## config.mk

```make
export PLATFORM = sky130hd
export DESIGN_NAME = dpu_shift_sequencer
export DESIGN_NICKNAME = d
export VERILOG_FILES = /design/src/rtl/dpu_shift_sequencer.sv
export SDC_FILE = /design/constraint.sdc
export NUM_CORES = 1
export LEC_CHECK = 0
export ABC_AREA = 1
export BUFFER_PORTS_ARGS = -buffer_cell sky130_fd_sc_hd__buf_2
export CAP_MARGIN = 25
export CORE_ASPECT_RATIO = 1.2
export CORE_UTILIZATION = 58
export CTS_CLUSTER_DIAMETER = 200
export DETAILED_ROUTE_END_ITERATION = 6
export GPL_ROUTABILITY_DRIVEN = 0
export PLACE_DENSITY = 0.87
export RECOVER_POWER = 100
export SETUP_SLACK_MARGIN = 0.02
export SLEW_MARGIN = 15
export SYNTH_ARGS = -nofsm -noshare
export SYNTH_HDL_FRONTEND = slang
export SYNTH_SLANG_ARGS = --single-unit
```

## constraint.sdc

```tcl
create_clock -name clk_i -period 4.2 [get_ports clk_i]
set_input_delay 0.42 -clock clk_i [delete_from_list [all_inputs] [get_ports clk_i]]
set_output_delay 0.42 -clock clk_i [all_outputs]
set_load 0.03 [all_outputs]
```

## src/rtl/dpu_shift_sequencer.sv

```systemverilog
// dpu_shift_sequencer
// Control sequencer feeding the DPU data-validation stage. It accepts one
// vector operation (vl + reduction flag), emits a one-cycle load strobe,
// shifts ceil(vl/VLANE_NUM) lane beats under downstream backpressure, and
// optionally drains VLANE_NUM-1 partial reduction results. It finishes
// with a single-cycle done pulse.
module dpu_shift_sequencer #(
  parameter int unsigned MAX_VL_PER_LANE = 256,
  parameter int unsigned VLANE_NUM       = 8,
  localparam int unsigned VLW = $clog2(VLANE_NUM * MAX_VL_PER_LANE),
  localparam int unsigned CW  = $clog2(MAX_VL_PER_LANE) + 1,
  localparam int unsigned LW  = $clog2(VLANE_NUM)
) (
  input  logic           clk_i,
  input  logic           rstn_i,
  input  logic           start_i,
  input  logic [VLW-1:0] vl_i,
  input  logic           reduction_i,
  input  logic           out_ready_i,
  output logic           ready_o,
  output logic           load_o,
  output logic [VLW-1:0] vl_o,
  output logic           shift_en_o,
  output logic           shift_partial_o,
  output logic           done_o
);

  typedef enum logic [2:0] {
    S_IDLE,
    S_LOAD,
    S_SHIFT,
    S_PARTIAL,
    S_DONE
  } state_t;

  state_t         r_state;
  state_t         w_state_nxt;
  logic [VLW-1:0] r_vl;
  logic [VLW-1:0] w_vl_nxt;
  logic           r_red;
  logic           w_red_nxt;
  logic [CW-1:0]  r_cnt;
  logic [CW-1:0]  w_cnt_nxt;
  logic [CW-1:0]  w_beats;
  logic           w_last;

  // Lane beats for the captured vl: vl / VLANE_NUM, rounded up.
  assign w_beats = CW'(r_vl[VLW-1:LW]) + CW'(|r_vl[LW-1:0]);

  // The counter is at its final accepted transfer.
  assign w_last = (r_cnt == CW'(1));

  // Register the state, the operation fields and the beat counter.
  always_ff @(posedge clk_i or negedge rstn_i) begin
    if (!rstn_i) begin
      r_state <= S_IDLE;
      r_vl    <= '0;
      r_red   <= 1'b0;
      r_cnt   <= '0;
    end else begin
      r_state <= w_state_nxt;
      r_vl    <= w_vl_nxt;
      r_red   <= w_red_nxt;
      r_cnt   <= w_cnt_nxt;
    end
  end

  // Compute the next state, the operation capture and the counter update.
  always_comb begin
    w_state_nxt = r_state;
    w_vl_nxt    = r_vl;
    w_red_nxt   = r_red;
    w_cnt_nxt   = r_cnt;
    unique case (r_state)
      S_IDLE: begin
        if (start_i) begin
          w_vl_nxt    = vl_i;
          w_red_nxt   = reduction_i;
          w_state_nxt = S_LOAD;
        end
      end
      S_LOAD: begin
        w_cnt_nxt   = w_beats;
        w_state_nxt = (w_beats == '0) ? S_DONE : S_SHIFT;
      end
      S_SHIFT: begin
        if (out_ready_i) begin
          w_cnt_nxt = r_cnt - CW'(1);
          if (w_last) begin
            if (r_red) begin
              w_cnt_nxt   = CW'(VLANE_NUM - 1);
              w_state_nxt = S_PARTIAL;
            end else begin
              w_state_nxt = S_DONE;
            end
          end
        end
      end
      S_PARTIAL: begin
        if (out_ready_i) begin
          w_cnt_nxt = r_cnt - CW'(1);
          if (w_last) begin
            w_state_nxt = S_DONE;
          end
        end
      end
      S_DONE: begin
        w_state_nxt = S_IDLE;
      end
      default: begin
        w_state_nxt = S_IDLE;
      end
    endcase
  end

  // Decode the outputs. Only the shift strobes see out_ready_i directly.
  always_comb begin
    ready_o         = 1'b0;
    load_o          = 1'b0;
    shift_en_o      = 1'b0;
    shift_partial_o = 1'b0;
    done_o          = 1'b0;
    unique case (r_state)
      S_IDLE:    ready_o         = 1'b1;
      S_LOAD:    load_o          = 1'b1;
      S_SHIFT:   shift_en_o      = out_ready_i;
      S_PARTIAL: shift_partial_o = out_ready_i;
      S_DONE:    done_o          = 1'b1;
      default:   ready_o         = 1'b0;
    endcase
  end

  assign vl_o = r_vl;

endmodule

```

# After elaboration in Yosys (flattened, before gate mapping)

Cells that the tools add are included.

Flip-flop bits (word level): 24
Latch bits: 0
Bits in writable memories: 0
Bits in read-only memories: 0
Logic and storage cells: 41
Memories: 0

Add/subtract/negate cells: 2
Multiply operators: 0
Div/mod/pow operators: 0
$lt $le $gt $ge: 0
Eq/ne operators: 10
Shift operators: 0
Multiplexer cells: 18
Bitwise gates (word level): 0
Reductions and logical operators: 7

Operators by type and width:

| operator                                                            | count |
|---|---|
| 9-bit 2-to-1 mux                                                    | 4 |
| 9-bit case mux with 3 select lines                                  | 1 |
| 3-bit 2-to-1 mux                                                    | 7 |
| 3-bit case mux with 4 select lines                                  | 1 |
| 2-bit inequality test (second input constant)                       | 5 |
| 8-bit by 1-bit adder with 9-bit output                              | 1 |
| 9-bit by 1-bit == test with 1-bit output (second input constant)    | 1 |
| 9-bit logical NOT                                                   | 1 |
| 9-bit by 1-bit subtractor with 9-bit output (second input constant) | 1 |
| 3-bit by 2-bit == test with 1-bit output (second input constant)    | 2 |
| 1-bit 2-to-1 mux                                                    | 5 |
| 5-bit AND reduction                                                 | 1 |
| 3-bit by 1-bit == test with 1-bit output (second input constant)    | 1 |
| 3-bit == test (second input constant)                               | 1 |
| 3-bit logical NOT                                                   | 1 |
| 3-bit AND reduction                                                 | 1 |
| 3-bit nonzero test                                                  | 1 |
| 3-bit OR reduction                                                  | 1 |
| 2-bit AND reduction                                                 | 1 |

# Depth between registers and ports, before layout

Gate-level depths: netlist of run 1.

Depth in word-level cells: 5
Depth in mapped cells: 14
Depth with buffers taken out: 14

# Worst setup path before layout of run 1

No wires, ideal clock.

Path type: register -> register
Start point: register r_vl[1] (netlist: vl_o[1])
End point: register r_state[1]
Library setup time: 0.116 ns
Data arrival time: 2.149 ns
Path slack: 1.934 ns
Stages on the path, launching flop included: 13
Path buffers: 0
Clock period less this slack: 2.266 ns
Cell sequence: dfrtp_1 or3_1 ha_1 ha_1 or2_2 nor2_1 nand2_1 nor2_1 nand3_1 nand2_1 nand2_1 nand2_1 nand2_1

Longest elaborated chain between the ends: 5

RTL lines:

| element                                | line | source |
|---|---|---|
| start: declaration                     | 38   | `logic [VLW-1:0] r_vl;` |
| start signal: assignment               | 62   | `r_vl <= w_vl_nxt;` |
| 3-bit OR reduction                     | 48   | `assign w_beats = CW'(r_vl[VLW-1:LW]) + CW'(\|r_vl[LW-1:0]);` |
| 8-bit by 1-bit adder with 9-bit output | 48   |  |
| 9-bit logical NOT                      | 84   | `w_state_nxt = (w_beats == '0) ? S_DONE : S_SHIFT;` |
| 3-bit 2-to-1 mux                       | 84   |  |
| 3-bit case mux with 4 select lines     | 74   | `unique case (r_state)` |
| end signal: assignment                 | 61   | `r_state <= w_state_nxt;` |
| end: declaration                       | 36   | `state_t r_state;` |

Every way passes these cells.
A chain may end at the register's enable or synchronous reset.

# Final worst setup path of run 1

Start point: register r_state[2]
End point: output shift_en_o

Longest elaborated chain between the ends: 2

RTL lines:

| element                                  | line | source |
|---|---|---|
| 3-bit by 2-bit == test with 1-bit output | 123  | `unique case (r_state)` |
| 1-bit 2-to-1 mux                         | 123  |  |
| end: declaration                         | 23   | `output logic shift_en_o,` |

Every way passes these cells.

==> results of run 1 <==
[cells by family (layout without fill, tap and decap cells)]
| logic type | after synthesis | in the layout |
|---|---|---|
| xor gates and xnor gates | 5 | 5 |
| muxes | 6 | 6 |
| AOI/OAI and AO/OA | 28 | 28 |
| DFF | 24 | 24 |
| buffers and inverters | 30 | 62 |
| and+or+nand+nor | 102 | 102 |
| adders and majority gates | 4 | 4 |
[registers in the layout, indices dropped and copies added, names as in the netlist]
name     count
vl_o        11
r_cnt        9
r_state      3
r_red        1
[power by group]
part	switching (W)	internal, W
logic	0.000595	0.000290
registers	0.000113	0.000349
clock network	0.0000724	0.0000966
[path summary, 6_finish.rpt]
check / start / end / slack, ns / cells past startpoint
hold reg to reg: r_red / r_red / 0.54 / 1
hold / removal: vl_i[4] / vl_o[4] / 0.31 / 2
setup / recovery: r_state[2] / shift_en_o / 1.81 / 4
setup reg to reg: vl_o[1] / r_state[1] / 1.94 / 12
max in group asynchronous: rstn_i / r_cnt[8] / 3.15 / 1
min in group asynchronous: rstn_i / vl_o[9] / 0.32 / 1
[final cells by class]
type,count,area (sq um)
Multi-Input combinational cell,145,772
Fill cell,216,826
Inverter,27,101
Clock inverter,1,30.0
Tap cell,33,41.3
Timing Repair Buffer,31,134
Clock buffer,3,22.5
Sequential cell,24,601
[cell usage in the layout (no fill, tap or decap), types with 2 or more instances in the layout]
| master | Yosys | layout |
|---|---|---|
| a21oi_1 | 8 | 8 |
| a21oi_2 | 2 | 2 |
| a31oi_1 | 5 | 5 |
| buf_2 | 0 | 14 |
| clkbuf_1 | 0 | 17 |
| clkbuf_4 | 0 | 3 |
| dfrtp_1 | 24 | 24 |
| ha_1 | 4 | 4 |
| inv_1 | 25 | 25 |
| inv_2 | 2 | 2 |
| mux2_2 | 6 | 6 |
| nand2_1 | 48 | 50 |
| nand2_2 | 3 | 2 |
| nand3_1 | 10 | 10 |
| nand4_1 | 2 | 2 |
| nor2_1 | 27 | 30 |
| nor2_2 | 6 | 4 |
| o21ai_0 | 7 | 7 |
| o22ai_1 | 3 | 3 |
| xor2_1 | 5 | 5 |
[metal layers]
metal  up-vias  wire length, um  track usage [%]
met2        29             1510             43.1
met5         -                0                0
li1        702                -                -
met3         5               74             1.55
met4         0               43             8.82
met1       622             1280             28.7
[synthesized netlist by cell type (all sizes together)]
| master | count |
|---|---|
| buf | 2 |
| xor2 | 5 |
| a21oi | 11 |
| nor3 | 1 |
| nand3 | 10 |
| ha | 4 |
| o31ai | 1 |
| o21ai | 7 |
| mux2 | 6 |
| or2 | 1 |
| inv | 27 |
| or3 | 1 |
| o21bai | 1 |
| nand2 | 52 |
| clkbuf | 1 |
| dfrtp | 24 |
| nand4 | 2 |
| nor2 | 34 |
| a31oi | 5 |
| nand3b | 1 |
| o22ai | 3 |
[per-stage QoR]
stage,cells,util (%)
6_report,264,67.3
5_1_grt,264,67.3
4_1_cts,264,69.1
3_5_place_dp,260,67.0
3_3_place_gp,260,67.0
2_1_floorplan,199,-
[critical path, stage by stage, from the launching register on]
cell	delay [ns]
dfrtp_1	0.46
nor2_1	0.55
nand2_1	0.19
nor2_1	0.13
clkbuf_1	0.31
==> flow_summary.ini, run 1 <==
[die]
initial_core_util_pct = 60.6
dieArea_sq_um = 2850
io_pins = 32
fp-row-count = 20
design.core.area_sq_um = 2530
die_width_um = 48.9
die_h_um = 58.3

[clock_tree]
root_buffer = clkbuf_4
cts_resized = 0
htreeDepth = 1
cts_setup_buffers = 0
clock_path_buffers = 2
clk_latency_ns = 0.32
postCtsHoldBufs = 0
clk_pin_slew_ns = 0.13
clkSinkCount = 24
cts_buffers = 3
cts_tree = yes

[logic_synthesis]
avgSynthCellArea_sq_um = 7.70
synthAdderAreaFrac_pct = 3.27
synth_area_sq_um = 1530
yosys-top-cells-area = dfrtp_1 39%, nand2_1 12%, nor2_1 6.6%
synthXorXnorAreaFrac_pct = 2.86
yosysSeqAreaShare_pct = 39.2
netlist_instances = 199
yosysTopAreaCellShare_pct = 39.2
ys_ff_latch = 24
synth_top_family_by_area = simple AND/OR/NAND/NOR gates
yosysWarnings = 0
syn_nets = 219
synth-compound-area-share_pct = 11.3
synthMuxAreaShare_pct = 4.41
synth.distinct_cells = 28
yosysTopAreaCell = dfrtp_1
synth_simple_gate_area_share_pct = 30.0

[layout]
final_area_sq_um = 1700
area_growth_pct = 11.0
nets = 252
drive_above_1_share_pct = 16.0
diodes = 0

[place]
dp_worst_setup_slack_ns = 1.97
dp.final_hpwl_mm = 2.25
placedInstanceArea_sq_um = 1690
portBuffers = 31

[sta]
hold-worst-slack_ns = 0.313
finClkSkew_ns = 0.00599
setup_slack_ns = 1.81
finalHoldViolations = 0
fmax_mhz = 419
fin_crit_sh_pct = 56.8
tns_ns = 0
max_slew.worst_pin.slew_ns = 1.24
setup_viol = 0
slew_headroom_pct = 17.3
timing.final.crit_period_ns = 2.39
rsz0062_at_grt = false
finalMaxSlewViolations = 0

[global_route]
grt_antenna_before_repair = 0
grt_pass1_wl_mm = 5.17
grt_remaining_overflow = 0
track_usage_pct = 23.3
grt_pass1_vias = 1260
grt_max_degree = 25

[detailed_routing]
antenna_left = 0
drc = 0
avgViaCountPerCell = 5.14
firstDrtPassIters = 5
wl_per_cell_um = 11.0
routed_wl_mm = 2.92
drtIter0Drc = 48
via_count = 1358

[hold_path]
hold_class = in -> reg

[critical_path]
crit_arrival_ns = 1.97
worstPathRequired_ns = 3.78
worstSetupEndpointType = output port
crit_fanout = 11
worstSetupStartpointType = flop
critPathKind = reg -> out

[power_and_ir_drop]
leakage_nw = 0.856
fin_total_pwr_w = 0.00151
p_per_area_nw_per_um2 = 890
irDropWorstVdd_mv = 0.595

[outcome]
status = completed

[job]
max-cap-violations = 0
Note: power is estimated with default switching activity, not from simulation.
==> run 2: changes to the inputs <==
CORE_UTILIZATION = 54   (was 58)
PLACE_DENSITY = 0.82   (was 0.87)
clock period = 2.4 ns   (was 4.2 ns; I/O delays follow)
==> run 2 against run 1 <==
Effect of this change:
- sequential power rose by 75%
- final cell count rose by 0.76%
- setup slack got worse by 1.6 ns
- sequential share of layout area shrank 0.28 points
- global-route usage shrank 1.6 points
- die area up 7.1%
- first-iteration DRC count shrank 15%
- clock power rose by 72%
- critical endpoint is now r_state[1]
- largest power group unchanged
==> flow_summary.ini, run 2 (synthesized netlist as in run 1, its figures left out) <==
[outcome]
status = completed

[detailed_routing]
firstDrtPassIters = 4
drtIter0Drc = 41
avgViaCountPerCell = 5.08
wl_per_cell_um = 11.2
antenna_left = 0
drc = 0
routed_wl_mm = 2.99
via_count = 1352

[critical_path]
crit_fanout = 4
max_stage_delay_ns = 0.40
critPathKind = reg -> reg
reg2reg_to = r_state[1]
r2r_slack_ns = 0.20
reg2reg_depth = 12
crit_arrival_ns = 2.43
r2r-start = vl_o[1]
path_common_cell = nand2_1
worstSetupEndpointType = flop
worstSetupStartpointType = flop
crit_chain = or3_1 > ha_2 > ha_1 > or2_2 > nor2_1 > nand2_1 > nor2_2 > nand3_1 > nand2_1 > nand2_1 > nand2_1 > nand2_1
crit_slowest_cell = dfrtp_1
worstPathRequired_ns = 2.62

[sta]
finalHoldViolations = 0
tns_ns = 0
fmax_mhz = 454
finClkSkew_ns = 0.00344
rsz0062_at_grt = false
setup_viol = 0
max_slew.worst_pin.slew_ns = 1.29
slew_headroom_pct = 13.9
timing.final.crit_period_ns = 2.20
finalMaxSlewViolations = 0
fin_crit_sh_pct = 91.7

[clock_tree]
cts_buffers = 3
htreeDepth = 1
cts_setup_buffers = 0
clk_latency_ns = 0.32
cts_tree = yes
clock_path_buffers = 2
clkSinkCount = 24
root_buffer = clkbuf_4
clk_pin_slew_ns = 0.13

[layout]
largest_reg_flops = 11
diodes = 0
nets = 254
layout_common_cells = 50 x nand2_1, 28 x nor2_1, 25 x inv_1
fin_util_pct = 65.9
drive_above_1_share_pct = 17.2
final_common_cell = nand2_1
area_growth_pct = 11.9

[job]
max-cap-violations = 0

[die]
io_pins = 32
initial_core_util_pct = 58.9
fp-row-count = 20
dieArea_sq_um = 3060
die_width_um = 50.6
die_h_um = 60.4
design.core.area_sq_um = 2600

[place]
portBuffers = 31
dp.final_hpwl_mm = 2.30

[global_route]
grt_max_degree = 25
grt_pass1_vias = 1209
grt_remaining_overflow = 0
grt_pass1_wl_mm = 5.00
track_usage_pct = 21.7
grt_antenna_before_repair = 0

[power_and_ir_drop]
irDropWorstVdd_mv = 0.859
combPwrFrac_pct = 58.8
intPower_w = 0.00130
leakage_nw = 0.863
p_per_area_nw_per_um2 = 1550
clockPowerShare_pct = 10.9
switchingPower_w = 0.00136
pwr-share-seq_pct = 30.3
switching_share_pct = 51.2

[hold_path]
whs_endpoint = vl_o[4]
hold_class = in -> reg
holdCritStartpoint = vl_i[4]
hold_depth = 2
## run 2: cell types whose count changed in the layout (fill, tap and decap cells not counted), sizes merged
cell	previous run	this run
dlygate4sd3	0	1
buf	14	15
## run 2: worst max-delay path, delay by kind of cell, from the launching register on
family        cells  cell delay, ns
fa+ha+maj         2            0.48
simple gates     10            1.22
flops             1            0.40
## run 2: power by group through the flow
| stage | sequential (W) | clock [W] | combinational (W) |
|---|---|---|---|
| 2_1_floorplan | 0.000967 | 0 | 0.00113 |
| 3_3_place_gp | 0.000814 | 0 | 0.00159 |
| 3_5_place_dp | 0.000822 | 0 | 0.00161 |
| 4_1_cts | 0.000814 | 0.000296 | 0.00162 |
| 5_1_grt | 0.000841 | 0.000312 | 0.00177 |
| 6_report | 0.000808 | 0.000290 | 0.00157 |
## run 2: final cells by class
cell class                      count  area, sq um
Clock buffer                        3         22.5
Clock inverter                      1         30.0
Fill cell                         241          887
Inverter                           27          101
Multi-Input combinational cell    145          768
Sequential cell                    24          601
Tap cell                           33         41.3
Timing Repair Buffer               33          151
## run 2: routing by layer
metal | vias to the layer above | track usage (%) | routed length, um
met3 | 5 | 3.51 | 88
met2 | 26 | 38.7 | 1450
met1 | 618 | 27.1 | 1410
met4 | 0 | 7.14 | 32
met5 | - | 0 | 0
li1 | 703 | - | -
## run 2: through the flow
stage          hold slack, ns  setup slack (ns)  instance area [sq um]  total power (W)  std cells
2_1_floorplan         -0.0556             0.134                   1530          0.00210        199
3_3_place_gp            0.255             0.237                   1700          0.00240        261
3_5_place_dp            0.255             0.207                   1700          0.00243        261
4_1_cts                 0.142             0.175                   1760          0.00273        266
5_1_grt                 0.133            0.0448                   1720          0.00293        266
6_report                0.144             0.198                   1720          0.00266        266
## run 2: what timing repair did
action	4_1_cts	5_1_grt
hold buffers	1	0
endpoints found under the hold margin	24	0
endpoints found under the setup margin	0	1
resized for setup	0	2
## run 2: worst max-delay path by stage
stage             from         end  slack (ns)  depth (start not counted)
6_report       vl_o[1]  r_state[1]        0.20                         12
4_1_cts        vl_o[1]  r_state[1]        0.18                         12
2_1_floorplan  vl_o[1]  r_state[1]        0.13                         12
3_3_place_gp   vl_o[1]  r_state[1]        0.24                         12
3_5_place_dp   vl_o[1]  r_state[1]        0.21                         12
5_1_grt        vl_o[1]  r_state[1]        0.04                         12
